$ cat src/rtl/dmem_arbiter.sv
// Two-port arbiter for a single-port synchronous-read data memory: IDLE/ISSUE/RESP access FSM.
// Define DMEM_ARB_RR_EN for round-robin arbitration; otherwise fixed priority with a MAX_BURST starvation guard.
module dmem_arbiter #(
  parameter int ADDR_W    = 5,
  parameter int MAX_BURST = 4
) (
  input  logic              clk,
  input  logic              rst_n,
  input  logic              p0_req,
  input  logic              p0_we,
  input  logic [31:0]       p0_addr,
  input  logic [31:0]       p0_wdata,
  output logic              p0_gnt,
  output logic              p0_rvalid,
  output logic [31:0]       p0_rdata,
  output logic              p0_err,
  input  logic              p1_req,
  input  logic              p1_we,
  input  logic [31:0]       p1_addr,
  input  logic [31:0]       p1_wdata,
  output logic              p1_gnt,
  output logic              p1_rvalid,
  output logic [31:0]       p1_rdata,
  output logic              p1_err,
  output logic              mem_we,
  output logic [ADDR_W-1:0] mem_addr,
  output logic [31:0]       mem_wd,
  input  logic [31:0]       mem_rd
);

  localparam logic [1:0] IDLE  = 2'd0;
  localparam logic [1:0] ISSUE = 2'd1;
  localparam logic [1:0] RESP  = 2'd2;

  logic [1:0]  state;
  logic        win;
  logic        lat_we;
  logic [31:0] lat_addr;
  logic [31:0] lat_wdata;
  logic        sel1;
  logic        any_req;
  logic        addr_err;
  logic        rd_ok;

  assign any_req  = p0_req | p1_req;
  assign addr_err = (|lat_addr[1:0]) | (|lat_addr[31:ADDR_W+2]);

`ifdef DMEM_ARB_RR_EN
  // prio names the port that wins the next tie; reset favours port 0.
  logic prio;

  assign sel1 = p1_req & (~p0_req | prio);

  always_ff @(posedge clk or negedge rst_n) begin
    if (!rst_n)
      prio <= 1'b0;
    else if (state == IDLE && any_req)
      prio <= ~sel1;
  end
`else
  logic [3:0] burst_cnt;

  assign sel1 = p1_req & (~p0_req | (burst_cnt == 4'(MAX_BURST)));

  // Counts back-to-back port-0 wins only while port 1 is left waiting.
  always_ff @(posedge clk or negedge rst_n) begin
    if (!rst_n)
      burst_cnt <= '0;
    else if (state == IDLE && any_req) begin
      if (sel1 || !p1_req)
        burst_cnt <= '0;
      else
        burst_cnt <= burst_cnt + 4'd1;
    end
  end
`endif

  always_ff @(posedge clk or negedge rst_n) begin
    if (!rst_n) begin
      state     <= IDLE;
      win       <= 1'b0;
      lat_we    <= 1'b0;
      lat_addr  <= '0;
      lat_wdata <= '0;
      p0_gnt    <= 1'b0;
      p1_gnt    <= 1'b0;
      p0_rvalid <= 1'b0;
      p1_rvalid <= 1'b0;
      p0_err    <= 1'b0;
      p1_err    <= 1'b0;
    end else begin
      p0_gnt    <= 1'b0;
      p1_gnt    <= 1'b0;
      p0_rvalid <= 1'b0;
      p1_rvalid <= 1'b0;
      p0_err    <= 1'b0;
      p1_err    <= 1'b0;
      case (state)
        IDLE: begin
          if (any_req) begin
            win       <= sel1;
            lat_we    <= sel1 ? p1_we    : p0_we;
            lat_addr  <= sel1 ? p1_addr  : p0_addr;
            lat_wdata <= sel1 ? p1_wdata : p0_wdata;
            p0_gnt    <= ~sel1;
            p1_gnt    <= sel1;
            state     <= ISSUE;
          end
        end
        ISSUE: begin
          p0_rvalid <= ~win;
          p1_rvalid <= win;
          p0_err    <= ~win & addr_err;
          p1_err    <= win & addr_err;
          state     <= RESP;
        end
        RESP:    state <= IDLE;
        default: state <= IDLE;
      endcase
    end
  end

  // Memory strobe is decoded from state so an async reset kills it at once.
  assign mem_we   = (state == ISSUE) & lat_we & ~addr_err;
  assign mem_addr = lat_addr[ADDR_W+1:2];
  assign mem_wd   = lat_wdata;

  // Read data arrives from the array during RESP; pass it straight through.
  assign rd_ok    = (state == RESP) & ~lat_we & ~(p0_err | p1_err);
  assign p0_rdata = (rd_ok & ~win) ? mem_rd : 32'd0;
  assign p1_rdata = (rd_ok &  win) ? mem_rd : 32'd0;

endmodule

$ cat config.mk
export PLATFORM = sky130hd
export DESIGN_NAME = dmem_arbiter
export DESIGN_NICKNAME = d
export VERILOG_FILES = /design/src/rtl/dmem_arbiter.sv
export SDC_FILE = /design/constraint.sdc
export NUM_CORES = 1
export LEC_CHECK = 0
export ABC_AREA = 1
export CAP_MARGIN = 20
export CORE_UTILIZATION = 38
export CTS_BUF_LIST = sky130_fd_sc_hd__clkbuf_4
export DETAILED_ROUTE_END_ITERATION = 10
export PLACE_DENSITY = 0.9
export SLEW_MARGIN = 20
export SYNTH_ARGS = -nofsm -noshare
export SYNTH_HDL_FRONTEND = slang
export SYNTH_SLANG_ARGS = --single-unit
$ cat constraint.sdc
create_clock -name clk -period 1.9 [get_ports clk]
set_clock_uncertainty 0.2 [all_clocks]
set_input_delay 0.38 -clock clk [delete_from_list [all_inputs] [get_ports clk]]
set_output_delay 0.38 -clock clk [all_outputs]
set_load 0.03 [all_outputs]
# [Word-level counts from Yosys, hierarchy flattened]
# Index checks and enable logic that the tools add are counted.
[classes] add_sub_neg=1 multipliers=0 div_mod_pow=0 order_cmp=0 eq_ne=4 n_shift=0 muxes=16 bitwise=19 reduce_logical=7
[ops] op="2-to-1 mux 32 bit" count=4
[ops] op="OR reduction 25 bit" count=1
[ops] op="AND 1 bit" count=9
[ops] op="2-to-1 mux 1 bit" count=9
[ops] op="NOT 1 bit" count=6
[ops] op="adder 4 x 1 -> 4 bit, second input constant" count=1
[ops] op="== test 4 x 3 -> 1 bit, second input constant" count=1
[ops] op="2-to-1 mux 4 bit" count=1
[ops] op="bitwise OR 1 bit" count=4
[ops] op="case mux 2 bit (2 select lines)" count=1
[ops] op="== test 2 x 1 -> 1 bit, second input constant" count=1
[ops] op="== test 2 bit, second input constant" count=1
[ops] op="logical NOT 2 bit" count=1
[ops] op="2-to-1 mux 2 bit" count=1
[ops] op="inequality test 2 bit, second input constant" count=1
[ops] op="AND reduction 2 bit" count=1
[ops] op="OR reduction 2 bit" count=1
[ops] op="logical AND 1 bit" count=1
[ops] op="logical NOT 1 bit" count=1
[ops] op="logical OR 1 bit" count=1
[word_totals] ff_bits=78 latchBits=0 ramBits=0 rom_bits=0 input_bits=166 output_inout_bits=108 memories=0

# [Depth between registers and ports, before layout]
# Gate-level depths: netlist of the first run.
[depth] ltp_word=6 mapped_depth=9

# [Worst setup path before layout of the first run]
# Ideal clock, no wire load.
[synth_path] path_kind="reg-to-output" from="reg p1_err" to="out p0_rdata[10]" t_arrival_ns=1.582 setup_slack_ns=-0.262 stages_incl_launch_ff=5 path_cell_list="dfrtp_1 > nor4_2 > nand2_1 > clkbuf_1 > nor2_1"
[synth_via] elab_chain_cells=5
[synth_lines] item="start, declared" line_no="24" text="output logic p1_err,"
[synth_lines] item="start signal, assigned" line_no="114" text="p1_err <= win & addr_err;"
[synth_lines] item="bitwise OR 1 bit" line_no="129" text="assign rd_ok = (state == RESP) & ~lat_we & ~(p0_err | p1_err);"
[synth_lines] item="NOT 1 bit" line_no="129"
[synth_lines] item="AND 1 bit" line_no="129"
[synth_lines] item="AND 1 bit" line_no="130" text="assign p0_rdata = (rd_ok & ~win) ? mem_rd : 32'd0;"
[synth_lines] item="2-to-1 mux 32 bit" line_no="130"
[synth_lines] item="end, declared" line_no="15" text="output logic [31:0] p0_rdata,"
# No other way between the ends.

# [Final worst setup path of the first run]
[layout_path] from="reg p1_err" to="out p1_rdata[7]"
[layout_via] elab_chain_cells=5
[layout_lines] item="bitwise OR 1 bit" line_no="129"
[layout_lines] item="NOT 1 bit" line_no="129"
[layout_lines] item="AND 1 bit" line_no="129"
[layout_lines] item="AND 1 bit" line_no="131" text="assign p1_rdata = (rd_ok & win) ? mem_rd : 32'd0;"
[layout_lines] item="2-to-1 mux 32 bit" line_no="131"
[layout_lines] item="end, declared" line_no="23" text="output logic [31:0] p1_rdata,"
# No other way between the ends.

==> results.yml, run 1 <==
timing:
  fin_ws_ns: -0.493
  clock.fmax_mhz: 418
  tightest_slew_ns: 0.538
  finalCritPeriodShare_pct: 126
  setup_violations: 65
  drv_slew: 0
  grt_setup_unrepaired: "true"
  max_slew_margin_pct: 64.1
  hold_viol: 0
  layout_min_cycle_time_ns: 2.39
die:
  die_w_um: 110
  die_area_um2: 12000
  core.rowCount: 38
  coreArea_um2: 11100
  initial_utilization_pct: 39.7
  io_pins: 274
  die_y_um: 110
setup_path:
  r2r_cells: 9
  r2r-start: "burst_cnt[0]"
  r2r_slack_ns: 0.13
  worstPathMaxFanout: 8
  criticalPathCategory: "register to primary output"
  critPathCaptureType: "primary output"
  startpoint: "p1_err"
  reg2reg_to: "lat_we"
  cp_data_required_time_ns: 1.32
  cp-endpoint: "p1_rdata[7]"
  start_kind: "register"
  worstPathArrival_ns: 1.81
yosys:
  netlist.area_leader.share_pct: 44.4
  synthTopCellsByArea: "dfrtp_1 (44%), nand3_1 (15%), nand2_1 (11%)"
  syn_avg_cell_area_um2: 7.07
  netlist_instances: 622
  netlist.top_cell.by_area: "dfrtp_1"
  ys_seq_area_share_pct: 44.4
  synth-seq-cells: 78
  yosys_warnings: 0
  synth.net_count: 790
  yosysUniqueCellTypes: 18
  syn-cell-area_um2: 4400
global_route:
  grt_usage_pct: 28.1
  grt_pass1_wl_um: 25600
  grt_pass1_vias: 5164
  grt_max_degree: 49
  grt.overflow.total: 0
  grt_antenna_before_repair: 0
clock_network:
  clockBufferDepth: 2
  cts.reportedPaths.clkPinSlew_ns: 0.12
  cts_tree: "built"
  htreeDepth: 3
  cts-root-buf: "clkbuf_4"
  numCtsBuffers: 9
  clk_latency_ns: 0.43
  cts.sinks: 78
hold_path:
  hold_path.class: "input pin to register"
power_and_ir_drop:
  leakage_nw: 3.95
  power.density_nw_per_um2: 1160
  ir_drop_mv: 0.842
cells_and_area:
  layout.nets: 1063
  drive_above_1_share_pct: 23.2
  fill_cells: 771
  area_growth_pct: 89.7
  final_util_pct: 75.3
  final_common_cell: "clkdlybuf4s50_1"
  antenna_cells: 0
  final_cell_mix: "clkdlybuf4s50_1 (163), nand3_1 (134), nand2_1 (121)"
status:
  status: "complete, but fails checks"
  violations: "negative setup slack"
detailed_routing:
  drc: 0
  routed_wl_um: 17200
  num_vias: 5325
  via_per_inst: 5.13
  ant_nets: 0
  drt_iter0_markers: 302
  wl_per_cell_um: 16.6
  drt_pre_antenna_iters: 5
placed_design:
  dp_slack_ns: -0.0626
  hpwl_um: 12600
  gp_congestion: 0.775
  portBuffers: 273
run:
  cap_viol_max_count: 0
-- worst max-delay path: stages, from the launching register on --
cell,delay [ns]
dfrtp_2,0.42
nor4_2,0.26
buf_4,0.19
nand2_8,0.10
buf_12,0.18
nor2_4,0.12
buf_12,0.13
-- sequential cells by signal, indices dropped and copies added (netlist names) --
signal,count
lat_we,1
state,2
p0_err,1
p1_err,1
burst_cnt,4
p0_rvalid,1
win,1
p0_gnt,1
mem_wd,32
p1_gnt,1
lat_addr,32
p1_rvalid,1
-- Yosys cell counts (all sizes together) --
cell type    n
nor4         1
dfrtp       78
nor2        92
o21ai        3
clkbuf      12
or2          2
nand4       47
inv         81
nor3         1
buf         40
a21oi        1
nand3      134
nand2      128
ha           2
-- cell type report --
class / count / area [um^2] / area share, %
clock buffers: 10 / 75.1 / 0.899
flip-flops and latches: 78 / 1950 / 23.4
well taps: 140 / 175 / 2.10
clock inverters: 5 / 60.1 / 0.720
repair buffers: 314 / 3360 / 40.3
multi-input cells: 411 / 2420 / 28.9
inverters: 81 / 304 / 3.64
-- cell families (layout without fill, tap and decap cells) --
group | count (synthesis) | after routing | synth area share (%)
AO/OA/AOI/OAI | 4 | 4 | 0.455
adder cells (fa/ha/maj) | 2 | 2 | 0.569
buffers and inverters | 133 | 410 | 13.0
flip-flops | 78 | 78 | 44.4
AND/OR/NAND/NOR | 405 | 405 | 41.6
-- where the power goes --
part / leakage [nW] / total (mW) / switching (mW) / internal (mW)
clock: 0.0728 / 1.01 / 0.591 / 0.414
combinational: 2.92 / 5.74 / 3.48 / 2.26
sequential: 0.962 / 2.90 / 0.458 / 2.44
total: 3.95 / 9.65 / 4.53 / 5.12
-- metrics by stage --
step | cells | cell area, um^2 | hold slack [ns] | setup TNS (ns) | power (mW)
floorplan | 622 | 4890 | -0.116 | -4.39 | 6.27
global placement | 1021 | 7950 | 0.116 | -0.264 | 8.63
detailed placement | 1021 | 7950 | 0.113 | -1.65 | 8.75
CTS | 1038 | 8270 | 0.0857 | -30.42 | 9.63
global route | 1039 | 8350 | 0.0988 | -35.58 | 10.3
finish | 1039 | 8350 | 0.108 | -29.30 | 9.65
-- layer usage --
layer  GRT usage, %  vias up  wire, um
li1               -     2537         -
met1           30.5     2476      6130
met2           52.7      278      9130
met3           6.88       34      1380
met4           9.52        0       594
met5              0        -         0
-- worst min-delay path by stage --
stage	from	to	slack [ns]	cells after the start
after detailed placement	rst_n	mem_wd[10]	0.11	1
after global placement	rst_n	mem_wd[5]	0.12	1
after CTS	p1_req	lat_addr[15]	0.09	3
final	p1_req	lat_addr[15]	0.11	3
after global routing	p1_req	lat_addr[15]	0.1	3
after floorplan	rst_n	burst_cnt[0]	-0.12	0
-- repair_timing --
item,4_1_cts,5_1_grt
resized for setup,105,14
pin swaps,6,2
setup buffers,1,0
endpoints found under the setup margin,107,66
cloned,0,1
hold buffers,1,0
hold endpoints to repair,71,0
Power figures use the tool's default switching activity.
==> run 2: changes to the inputs <==
--- a/config.mk
+++ b/config.mk
@@ -9,6 +9,7 @@
 export CAP_MARGIN = 20
 export CORE_UTILIZATION = 38
 export CTS_BUF_LIST = sky130_fd_sc_hd__clkbuf_4
+export CTS_CLUSTER_DIAMETER = 150
 export DETAILED_ROUTE_END_ITERATION = 10
 export PLACE_DENSITY = 0.9
 export SLEW_MARGIN = 20
==> results of run 2 <==
The final DEF is identical to that of run 1; final timing and power are the same.
